--- src/rtl/receive_keypoints_if.sv ---
`default_nettype none
// ============================================================================
//  Module   : receive_keypoints_if
//  Purpose  : Control/status and BRAM write bus of the UART keypoint receiver.
//  Revision : 1.0 - initial release
// ============================================================================
interface receive_keypoints_if #(
    parameter int BRAM_LENGTH = 1000,
    parameter int BIT_DEPTH   = 13
);
    localparam int c_ADDR_W = (BRAM_LENGTH > 1) ? $clog2(BRAM_LENGTH) : 1;

    logic                arm;
    logic                rx;
    logic [c_ADDR_W-1:0] address;
    logic [BIT_DEPTH-1:0] wdata;
    logic                we;
    logic                busy;
    logic                done;
    logic                frame_err;

    modport master (
        input  arm, rx,
        output address, wdata, we, busy, done, frame_err
    );

    modport slave (
        output arm, rx,
        input  address, wdata, we, busy, done, frame_err
    );
endinterface
`default_nettype wire

--- src/rtl/receive_keypoints.sv ---
`default_nettype none
// ============================================================================
//  Module   : receive_keypoints
//  Purpose  : 8N1 UART receiver packing byte pairs into BRAM words per transfer.
//  Revision : 1.0 - initial release
// ============================================================================
module receive_keypoints #(
    parameter int BRAM_LENGTH     = 1000,
    parameter int BIT_DEPTH       = 13,
    parameter int CLOCKS_PER_BAUD = 50
) (
    input  logic                clk,
    input  logic                rst_in_n,
    receive_keypoints_if.master bus
);
    localparam int c_ADDR_W = (BRAM_LENGTH > 1) ? $clog2(BRAM_LENGTH) : 1;
    localparam int c_CNT_W  = $clog2(CLOCKS_PER_BAUD) + 1;
    localparam logic [c_CNT_W-1:0]  c_BAUD_LAST = c_CNT_W'(CLOCKS_PER_BAUD - 1);
    localparam logic [c_CNT_W-1:0]  c_HALF_LAST = c_CNT_W'(CLOCKS_PER_BAUD / 2 - 1);
    localparam logic [c_ADDR_W-1:0] c_ADDR_LAST = c_ADDR_W'(BRAM_LENGTH - 1);

    typedef enum logic [1:0] {RX_IDLE, RX_START, RX_DATA, RX_STOP} rx_state_t;
    typedef enum logic [1:0] {W_IDLE, W_UPPER, W_LOWER, W_DONE} word_state_t;

    logic                 r_rx_meta;
    logic                 r_rx_sync;
    logic [1:0]           r_sync_vld;
    logic                 r_rx_prev;
    rx_state_t            r_rx_state;
    logic [c_CNT_W-1:0]   r_cnt;
    logic [2:0]           r_bit_idx;
    logic [7:0]           r_shift;
    word_state_t          r_state;
    logic [BIT_DEPTH-9:0] r_upper;
    logic [c_ADDR_W-1:0]  r_address;
    logic [BIT_DEPTH-1:0] r_wdata;
    logic                 r_we;
    logic                 r_busy;
    logic                 r_done;
    logic                 r_frame_err;

    logic w_start_edge;
    logic w_stop_sample;
    logic w_byte_ok;
    logic w_byte_bad;

    // r_rx_prev only follows the line once the sync chain holds real samples,
    // so a line held low across reset release never looks like a start edge.
    always_ff @(posedge clk or negedge rst_in_n) begin
        if (!rst_in_n) begin
            r_rx_meta  <= 1'b1;
            r_rx_sync  <= 1'b1;
            r_sync_vld <= 2'b00;
            r_rx_prev  <= 1'b0;
        end else begin
            r_rx_meta  <= bus.rx;
            r_rx_sync  <= r_rx_meta;
            r_sync_vld <= {r_sync_vld[0], 1'b1};
            r_rx_prev  <= r_sync_vld[1] & r_rx_sync;
        end
    end

    assign w_start_edge  = r_rx_prev & ~r_rx_sync;
    assign w_stop_sample = (r_rx_state == RX_STOP) && (r_cnt == c_BAUD_LAST);
    assign w_byte_ok     = w_stop_sample &  r_rx_sync;
    assign w_byte_bad    = w_stop_sample & ~r_rx_sync;

    always_ff @(posedge clk or negedge rst_in_n) begin
        if (!rst_in_n) begin
            r_rx_state <= RX_IDLE;
            r_cnt      <= '0;
            r_bit_idx  <= '0;
            r_shift    <= '0;
        end else begin
            case (r_rx_state)
                RX_IDLE: begin
                    r_cnt <= '0;
                    if (w_start_edge) begin
                        r_rx_state <= RX_START;
                    end
                end
                RX_START: begin
                    if (r_cnt == c_HALF_LAST) begin
                        r_cnt      <= '0;
                        r_bit_idx  <= '0;
                        r_rx_state <= r_rx_sync ? RX_IDLE : RX_DATA;
                    end else begin
                        r_cnt <= r_cnt + c_CNT_W'(1);
                    end
                end
                RX_DATA: begin
                    if (r_cnt == c_BAUD_LAST) begin
                        r_cnt     <= '0;
                        r_shift   <= {r_rx_sync, r_shift[7:1]};
                        r_bit_idx <= r_bit_idx + 3'd1;
                        if (r_bit_idx == 3'd7) begin
                            r_rx_state <= RX_STOP;
                        end
                    end else begin
                        r_cnt <= r_cnt + c_CNT_W'(1);
                    end
                end
                RX_STOP: begin
                    if (r_cnt == c_BAUD_LAST) begin
                        r_cnt      <= '0;
                        r_rx_state <= RX_IDLE;
                    end else begin
                        r_cnt <= r_cnt + c_CNT_W'(1);
                    end
                end
                default: r_rx_state <= RX_IDLE;
            endcase
        end
    end

    // The address advances the cycle after the write strobe so that
    // address/wdata stay put while we is high.
    always_ff @(posedge clk or negedge rst_in_n) begin
        if (!rst_in_n) begin
            r_state     <= W_IDLE;
            r_upper     <= '0;
            r_address   <= '0;
            r_wdata     <= '0;
            r_we        <= 1'b0;
            r_busy      <= 1'b0;
            r_done      <= 1'b0;
            r_frame_err <= 1'b0;
        end else begin
            r_we        <= 1'b0;
            r_done      <= 1'b0;
            r_frame_err <= w_byte_bad;
            case (r_state)
                W_IDLE: begin
                    if (bus.arm) begin
                        r_state   <= W_UPPER;
                        r_busy    <= 1'b1;
                        r_address <= '0;
                    end
                end
                W_UPPER: begin
                    if (r_we) begin
                        r_address <= r_address + c_ADDR_W'(1);
                    end
                    if (w_byte_ok) begin
                        r_upper <= r_shift[BIT_DEPTH-9:0];
                        r_state <= W_LOWER;
                    end
                end
                W_LOWER: begin
                    if (w_byte_bad) begin
                        r_state <= W_UPPER;
                    end else if (w_byte_ok) begin
                        r_wdata <= {r_upper, r_shift};
                        r_we    <= 1'b1;
                        r_state <= (r_address == c_ADDR_LAST) ? W_DONE : W_UPPER;
                    end
                end
                W_DONE: begin
                    r_done  <= 1'b1;
                    r_busy  <= 1'b0;
                    r_state <= W_IDLE;
                end
                default: r_state <= W_IDLE;
            endcase
        end
    end

    assign bus.address   = r_address;
    assign bus.wdata     = r_wdata;
    assign bus.we        = r_we;
    assign bus.busy      = r_busy;
    assign bus.done      = r_done;
    assign bus.frame_err = r_frame_err;

endmodule
`default_nettype wire

--- src/flat_wrapper.sv ---
// flat-port wrapper written by rule: the top's interface ports become plain ports
module receive_keypoints_flat 
#(
    parameter int BRAM_LENGTH     = 1000,
    parameter int BIT_DEPTH       = 13,
    parameter int CLOCKS_PER_BAUD = 50
)
  (clk, rst_in_n, bus_arm, bus_rx, bus_address, bus_wdata, bus_we, bus_busy, bus_done, bus_frame_err);
  receive_keypoints_if #(.BRAM_LENGTH(BRAM_LENGTH), .BIT_DEPTH(BIT_DEPTH)) bus_i ();
  input  logic clk;
  input  logic rst_in_n;
  input wire logic [$bits(bus_i.arm)-1:0] bus_arm;
  input wire logic [$bits(bus_i.rx)-1:0] bus_rx;
  output wire logic [$bits(bus_i.address)-1:0] bus_address;
  output wire logic [$bits(bus_i.wdata)-1:0] bus_wdata;
  output wire logic [$bits(bus_i.we)-1:0] bus_we;
  output wire logic [$bits(bus_i.busy)-1:0] bus_busy;
  output wire logic [$bits(bus_i.done)-1:0] bus_done;
  output wire logic [$bits(bus_i.frame_err)-1:0] bus_frame_err;
  assign bus_i.arm = bus_arm;
  assign bus_i.rx = bus_rx;
  assign bus_address = bus_i.address;
  assign bus_wdata = bus_i.wdata;
  assign bus_we = bus_i.we;
  assign bus_busy = bus_i.busy;
  assign bus_done = bus_i.done;
  assign bus_frame_err = bus_i.frame_err;
  receive_keypoints #(.BRAM_LENGTH(BRAM_LENGTH), .BIT_DEPTH(BIT_DEPTH), .CLOCKS_PER_BAUD(CLOCKS_PER_BAUD)) u_core (.clk(clk), .rst_in_n(rst_in_n), .bus(bus_i));
endmodule
--- config.mk ---
export PLATFORM = sky130hd
export DESIGN_NAME = receive_keypoints_flat
export DESIGN_NICKNAME = d
export VERILOG_FILES = /design/src/rtl/receive_keypoints_if.sv /design/src/rtl/receive_keypoints.sv /design/src/flat_wrapper.sv
export SDC_FILE = /design/constraint.sdc
export NUM_CORES = 1
export LEC_CHECK = 0
export ABC_CLOCK_PERIOD_IN_PS = 2800
export CORE_ASPECT_RATIO = 0.9
export CORE_MARGIN = 5
export CORE_UTILIZATION = 25
export CTS_CLUSTER_SIZE = 24
export DETAILED_ROUTE_END_ITERATION = 10
export REMOVE_ABC_BUFFERS = 1
export SLEW_MARGIN = 20
export SYNTH_ARGS = -nofsm -noshare
export SYNTH_HDL_FRONTEND = slang
export SYNTH_SLANG_ARGS = --single-unit
--- constraint.sdc ---
create_clock -name clk -period 2.8 [get_ports clk]
set_clock_uncertainty 0.15 [all_clocks]
set_input_delay 0.7 -clock clk [delete_from_list [all_inputs] [get_ports clk]]
set_output_delay 0.7 -clock clk [all_outputs]
set_load 0.03 [all_outputs]
# Word level (Yosys, flattened, before mapping)
# Index checks and enable logic that the tools add are counted.
# W data, S select, Z words.
dict set report op_classes {
  reduce_logical 15
  eq_ne 19
  bitwise_logic 6
  n_addsub 3
  n_mux 28
}
# cell n
set op_table {}
lappend op_table {{$mux W2} 11}
lappend op_table {{$pmux W7 S3} 1}
lappend op_table {{$mux W10} 2}
lappend op_table {{$pmux W10 S2} 1}
lappend op_table {{$pmux W2 S4} 2}
lappend op_table {{$mux W7} 2}
lappend op_table {{$ne A2 B1 Y1 const B} 6}
lappend op_table {{$reduce_and A3 Y1} 4}
lappend op_table {{$add A10 B1 Y10 const B} 1}
lappend op_table {{$eq A10 B10 Y1 const B} 1}
lappend op_table {{$eq A2 B2 Y1 const B} 4}
lappend op_table {{$add A7 B1 Y7 const B} 1}
lappend op_table {{$eq A7 B5 Y1 const B} 1}
lappend op_table {{$eq A7 B6 Y1 const B} 1}
lappend op_table {{$mux W3} 2}
lappend op_table {{$pmux W3 S2} 1}
lappend op_table {{$reduce_and A2 Y1} 3}
lappend op_table {{$reduce_bool A2 Y1} 3}
lappend op_table {{$mux W1} 5}
lappend op_table {{$reduce_and A5 Y1} 1}
lappend op_table {{$and A1 B1 Y1} 4}
lappend op_table {{$eq A2 B1 Y1 const B} 2}
lappend op_table {{$logic_not A2 Y1} 2}
lappend op_table {{$ne A2 B2 Y1 const B} 2}
lappend op_table {{other kinds (7)} 8}
dict set report word_totals {
  regBits 59
  out_inout_bits 27
  in_bits 4
}

# Longest topological paths before layout
dict set report logic_depth {
  ltp_word 6
  mapped_depth 7
}

# Worst setup path before layout
# OpenSTA, ideal clock, no wires.
dict set report synth_timing {
  kind {input -> register}
  from {input bus_arm}
  to {register u_core.r_address[9] (netlist: u_core.bus.address[9])}
  required_ns 2.571
  path_slack_ns 0.722
  setup_ns 0.079
  stages 4
  arrival_time_ns 1.850
  path_buffers 0
  cell_sequence {mux2i_1 > or4_4 > or3_1 > a21oi_1}
}
dict set report synth_via {
  elab_chain_cells 2
}
# item line_no
set synth_rtl {}
lappend synth_rtl {{start, declared} flat_wrapper.sv:12} ;# input wire logic [$bits(bus_i.arm)-1:0] bus_arm;
lappend synth_rtl {{$ne A2 B2 Y1 (no line)} -}
lappend synth_rtl {{$reduce_and A3 Y1 (no line)} -}
lappend synth_rtl {{end signal, assigned} receive_keypoints.sv:142} ;# r_address <= r_address + c_ADDR_W'(1);
lappend synth_rtl {{end, declared} receive_keypoints.sv:35} ;# logic [c_ADDR_W-1:0] r_address;
# No other way between the ends.
# A chain may end at the register's enable or synchronous reset.

# Final worst setup path
dict set report layout_timing {
  from {register u_core.r_address[2] (netlist: u_core.bus.address[2])}
  to {output bus_address[2]}
}
# item line_no
set layout_lines {}
lappend layout_lines {{end, declared} flat_wrapper.sv:14} ;# output wire logic [$bits(bus_i.address)-1:0] bus_address;
# No word-level cell between the ends.

==> key figures <==
Logic synthesis
  – Post-synth top area share: 0.540
  – Gate Count Post-Synth: 215
  – Synth unique cells: 40
  – Synth area leaders: dfrtp_1 54%, mux2_2 12%, ha_1 4.7%
  – Post-synth EDFFs: 0
  – Ys flop type: dfrtp_1
  – Post-synthesis cell area: 0.00264 mm^2
  – Average cell area after synthesis: 12.3 um^2
  – Synth area leader: dfrtp_1
  – Synthesis Warnings: 0
  – Post-synthesis sequential element count: 59
  – Synth async-reset ratio: 1.00
  – Post-synthesis sequential area ratio: 0.559

Timing
  – Final setup margin: 0.425 ns
  – Final setup TNS: 0 ns
  – Slew margin rel.: 0.655
  – Final Hold Viols: 0
  – Peak Freq: 421 MHz
  – RSZ-0062 raised after global routing: no
  – Crit path time final: 2.37 ns
  – Finish-stage setup viols: 0
  – Final Max Tran Viols: 0
  – Final worst path period share: 0.848
  – Pin slew with the least headroom to its limit: 0.516 ns

Global routing
  – Largest net degree at the start of global routing: 44
  – Vias in the first global route: 1823
  – GR Overflow Total: 0
  – Initial antenna violation count: 0
  – GR Util All Layers: 0.0866
  – First-pass GRT wire length: 8.72 mm

Floorplan
  – Die span in x: 118 um
  – Die area: 0.0127 mm^2
  – I/O Pins: 31
  – Die H: 108 um
  – Core Rows: 35
  – Initial Utilization: 0.257
  – Total core area: 0.0103 mm^2

Setup path
  – Worst-case reg-to-reg path depth: 7
  – Buf/Inv on CP: 1
  – Slowest cell delay on critical path: 0.73 ns
  – CP Class: flop to primary output
  – CP cell instances: clkdlybuf4s50_1
  – Required time of the critical path: 1.95 ns
  – Crit. path cell count: 1
  – CP max-delay cell: clkdlybuf4s50_1
  – CP Launch Type: flop
  – Crit Path Max Fanout: 8
  – Setup crit end kind: primary output
  – Worst Path Arrival: 1.52 ns
  – CP delay by family, top: buffers and inverters

Clocking
  – Hold-fix buffers at CTS: 0
  – CTS tree: built
  – H-tree depth: 3
  – Cells resized by post-CTS repair: 0
  – Worst-path clk slew: 0.05 ns
  – TritonCTS Buffers: 9
  – Postcts setup bufs: 0
  – Worst-Skew Late Latency: 0.33 ns
  – Longest Clk Path Bufs: 2
  – CTS sink cnt: 59
  – Root buf cell: clkbuf_16

Final layout
  – Multi-input logic area: 0.00109 mm^2
  – Fraction of layout cells with a size suffix above 1: 0.215
  – Register area: 0.00148 mm^2
  – Most frequent cells in the layout: 57 x dfrtp_1, 29 x clkdlybuf4s50_1, 27 x mux2_2
  – Fin nets: 269
  – Fill cells: 1030
  – Area growth from synthesis to layout: 29.3%
  – Number of diodes: 0
  – Most common cell after layout, fill and taps aside: dfrtp_1

Route
  – Routed len/inst: 12.9 um
  – DR iter-0 viols: 70
  – Vias after detailed routing: 1726
  – Via/cell ratio: 4.44
  – ANT nets after route: 0
  – Routed wire length: 5.03 mm
  – TritonRoute pass-1 iters: 4
  – # DRC: 0

Run status
  – Outcome: finished, final reports clean

Placement
  – HPWL Detailed: 3.51 mm
  – Pre-CTS setup slack: 0.205 ns
  – Routability Congestion: 0.741
  – Port Buf Inserts: 30

Power and ir drop
  – Max VDD drop: 0.000314 V
  – Pleak: 1.58 nW
  – Comb power frac: 0.155
  – Sw Ratio: 0.269
  – Clk pwr share: 0.451
  – Part of the power in registers: 0.394
  – PwrDens: 705 mW/mm^2
  – Internal power: 1.76 mW
  – Switching pwr: 0.647 mW

Run
  – Number of max-cap violations: 0

Worst hold path
  – Tightest Hold Check Type: input port to asynchronous set/reset pin
[sequential cells by signal, summed over array words and instances, names as in the netlist, 2 cells and up, named ones only]
| signal | flops |
|---|---|
| u_core.r_state | 2 |
| u_core.r_shift | 8 |
| u_core.bus.wdata | 13 |
| u_core.r_cnt | 7 |
| u_core.r_sync_vld | 2 |
| u_core.bus.address | 10 |
| u_core.r_upper | 5 |
| u_core.r_bit_idx | 3 |
[per-layer routing]
metal  track usage  vias up  part of all wire
li1              -      824                 -
met1         0.104      849              0.46
met2         0.129       44              0.46
met3        0.0452        9             0.067
met4        0.0389        0             0.017
met5             0        -                 0
[worst paths after layout]
path,from,endpoint,slack (ns)
hold / removal,rst_in_n,u_core.bus.address[9],0.16
setup reg to reg,u_core.r_cnt[1],u_core.bus.wdata[5],0.64
max in group asynchronous,rst_in_n,u_core.r_rx_sync,1.71
min in group clk,u_core.r_sync_vld[0],u_core.r_sync_vld[1],0.20
setup / recovery,u_core.bus.address[2],bus_address[2],0.43
hold reg to reg,u_core.r_sync_vld[0],u_core.r_sync_vld[1],0.20
[Yosys cell counts (all sizes together) (2+ instances only)]
library cell,count
a21oi,4
xnor2,7
mux2i,6
nor2,18
o41ai,2
o22ai,2
clkbuf,4
or3,2
nand2,13
nor2b,3
nor4b,2
nor3,2
mux2,27
nand4,2
xor2,2
a21o,3
dfstp,2
ha,10
inv,12
nand2b,3
nor3b,2
o21ai,6
dfrtp,57
nand3,9
nand4b,2
nor4,2
[stage by stage]
stage | total power, mW | cells | util | hold WS [ns] | cell area, um^2
after floorplan | 1.22 | 210 | - | 0.181 | 2620
after global placement | 1.32 | 373 | 0.303 | 0.185 | 3120
after detailed placement | 1.34 | 373 | 0.303 | 0.195 | 3120
after CTS | 2.45 | 389 | 0.332 | 0.167 | 3420
after global routing | 2.55 | 389 | 0.332 | 0.180 | 3420
final | 2.41 | 389 | 0.332 | 0.160 | 3420
[kinds of logic (layout without fill, tap and decap cells)]
group,Yosys count,count (layout),share of synthesized area
other cells,1,1,0.00142
xor+xnor,9,9,0.0298
mux,33,33,0.138
compound gates,21,21,0.0596
buf+inv,17,62,0.0270
fa+ha+maj,10,10,0.0473
flops,59,59,0.559
simple gates,65,65,0.138
[layout make-up]
| type | count | share of cell area |
|---|---|---|
| clock inverter | 6 | 0.0187 |
| tap | 129 | 0.0472 |
| clock buffer | 10 | 0.0699 |
| multi-input combinational | 139 | 0.320 |
| inverter | 12 | 0.0132 |
| sequential | 59 | 0.432 |
| timing repair buffer | 34 | 0.0988 |
[power by group through the flow]
stage	sequential (mW)	clock [mW]	combinational, mW
floorplan	0.979	0	0.236
global placement	0.962	0	0.356
detailed placement	0.962	0	0.375
CTS	0.948	1.12	0.376
global route	0.956	1.18	0.414
finish	0.949	1.09	0.373
Power figures use the tool's default switching activity.
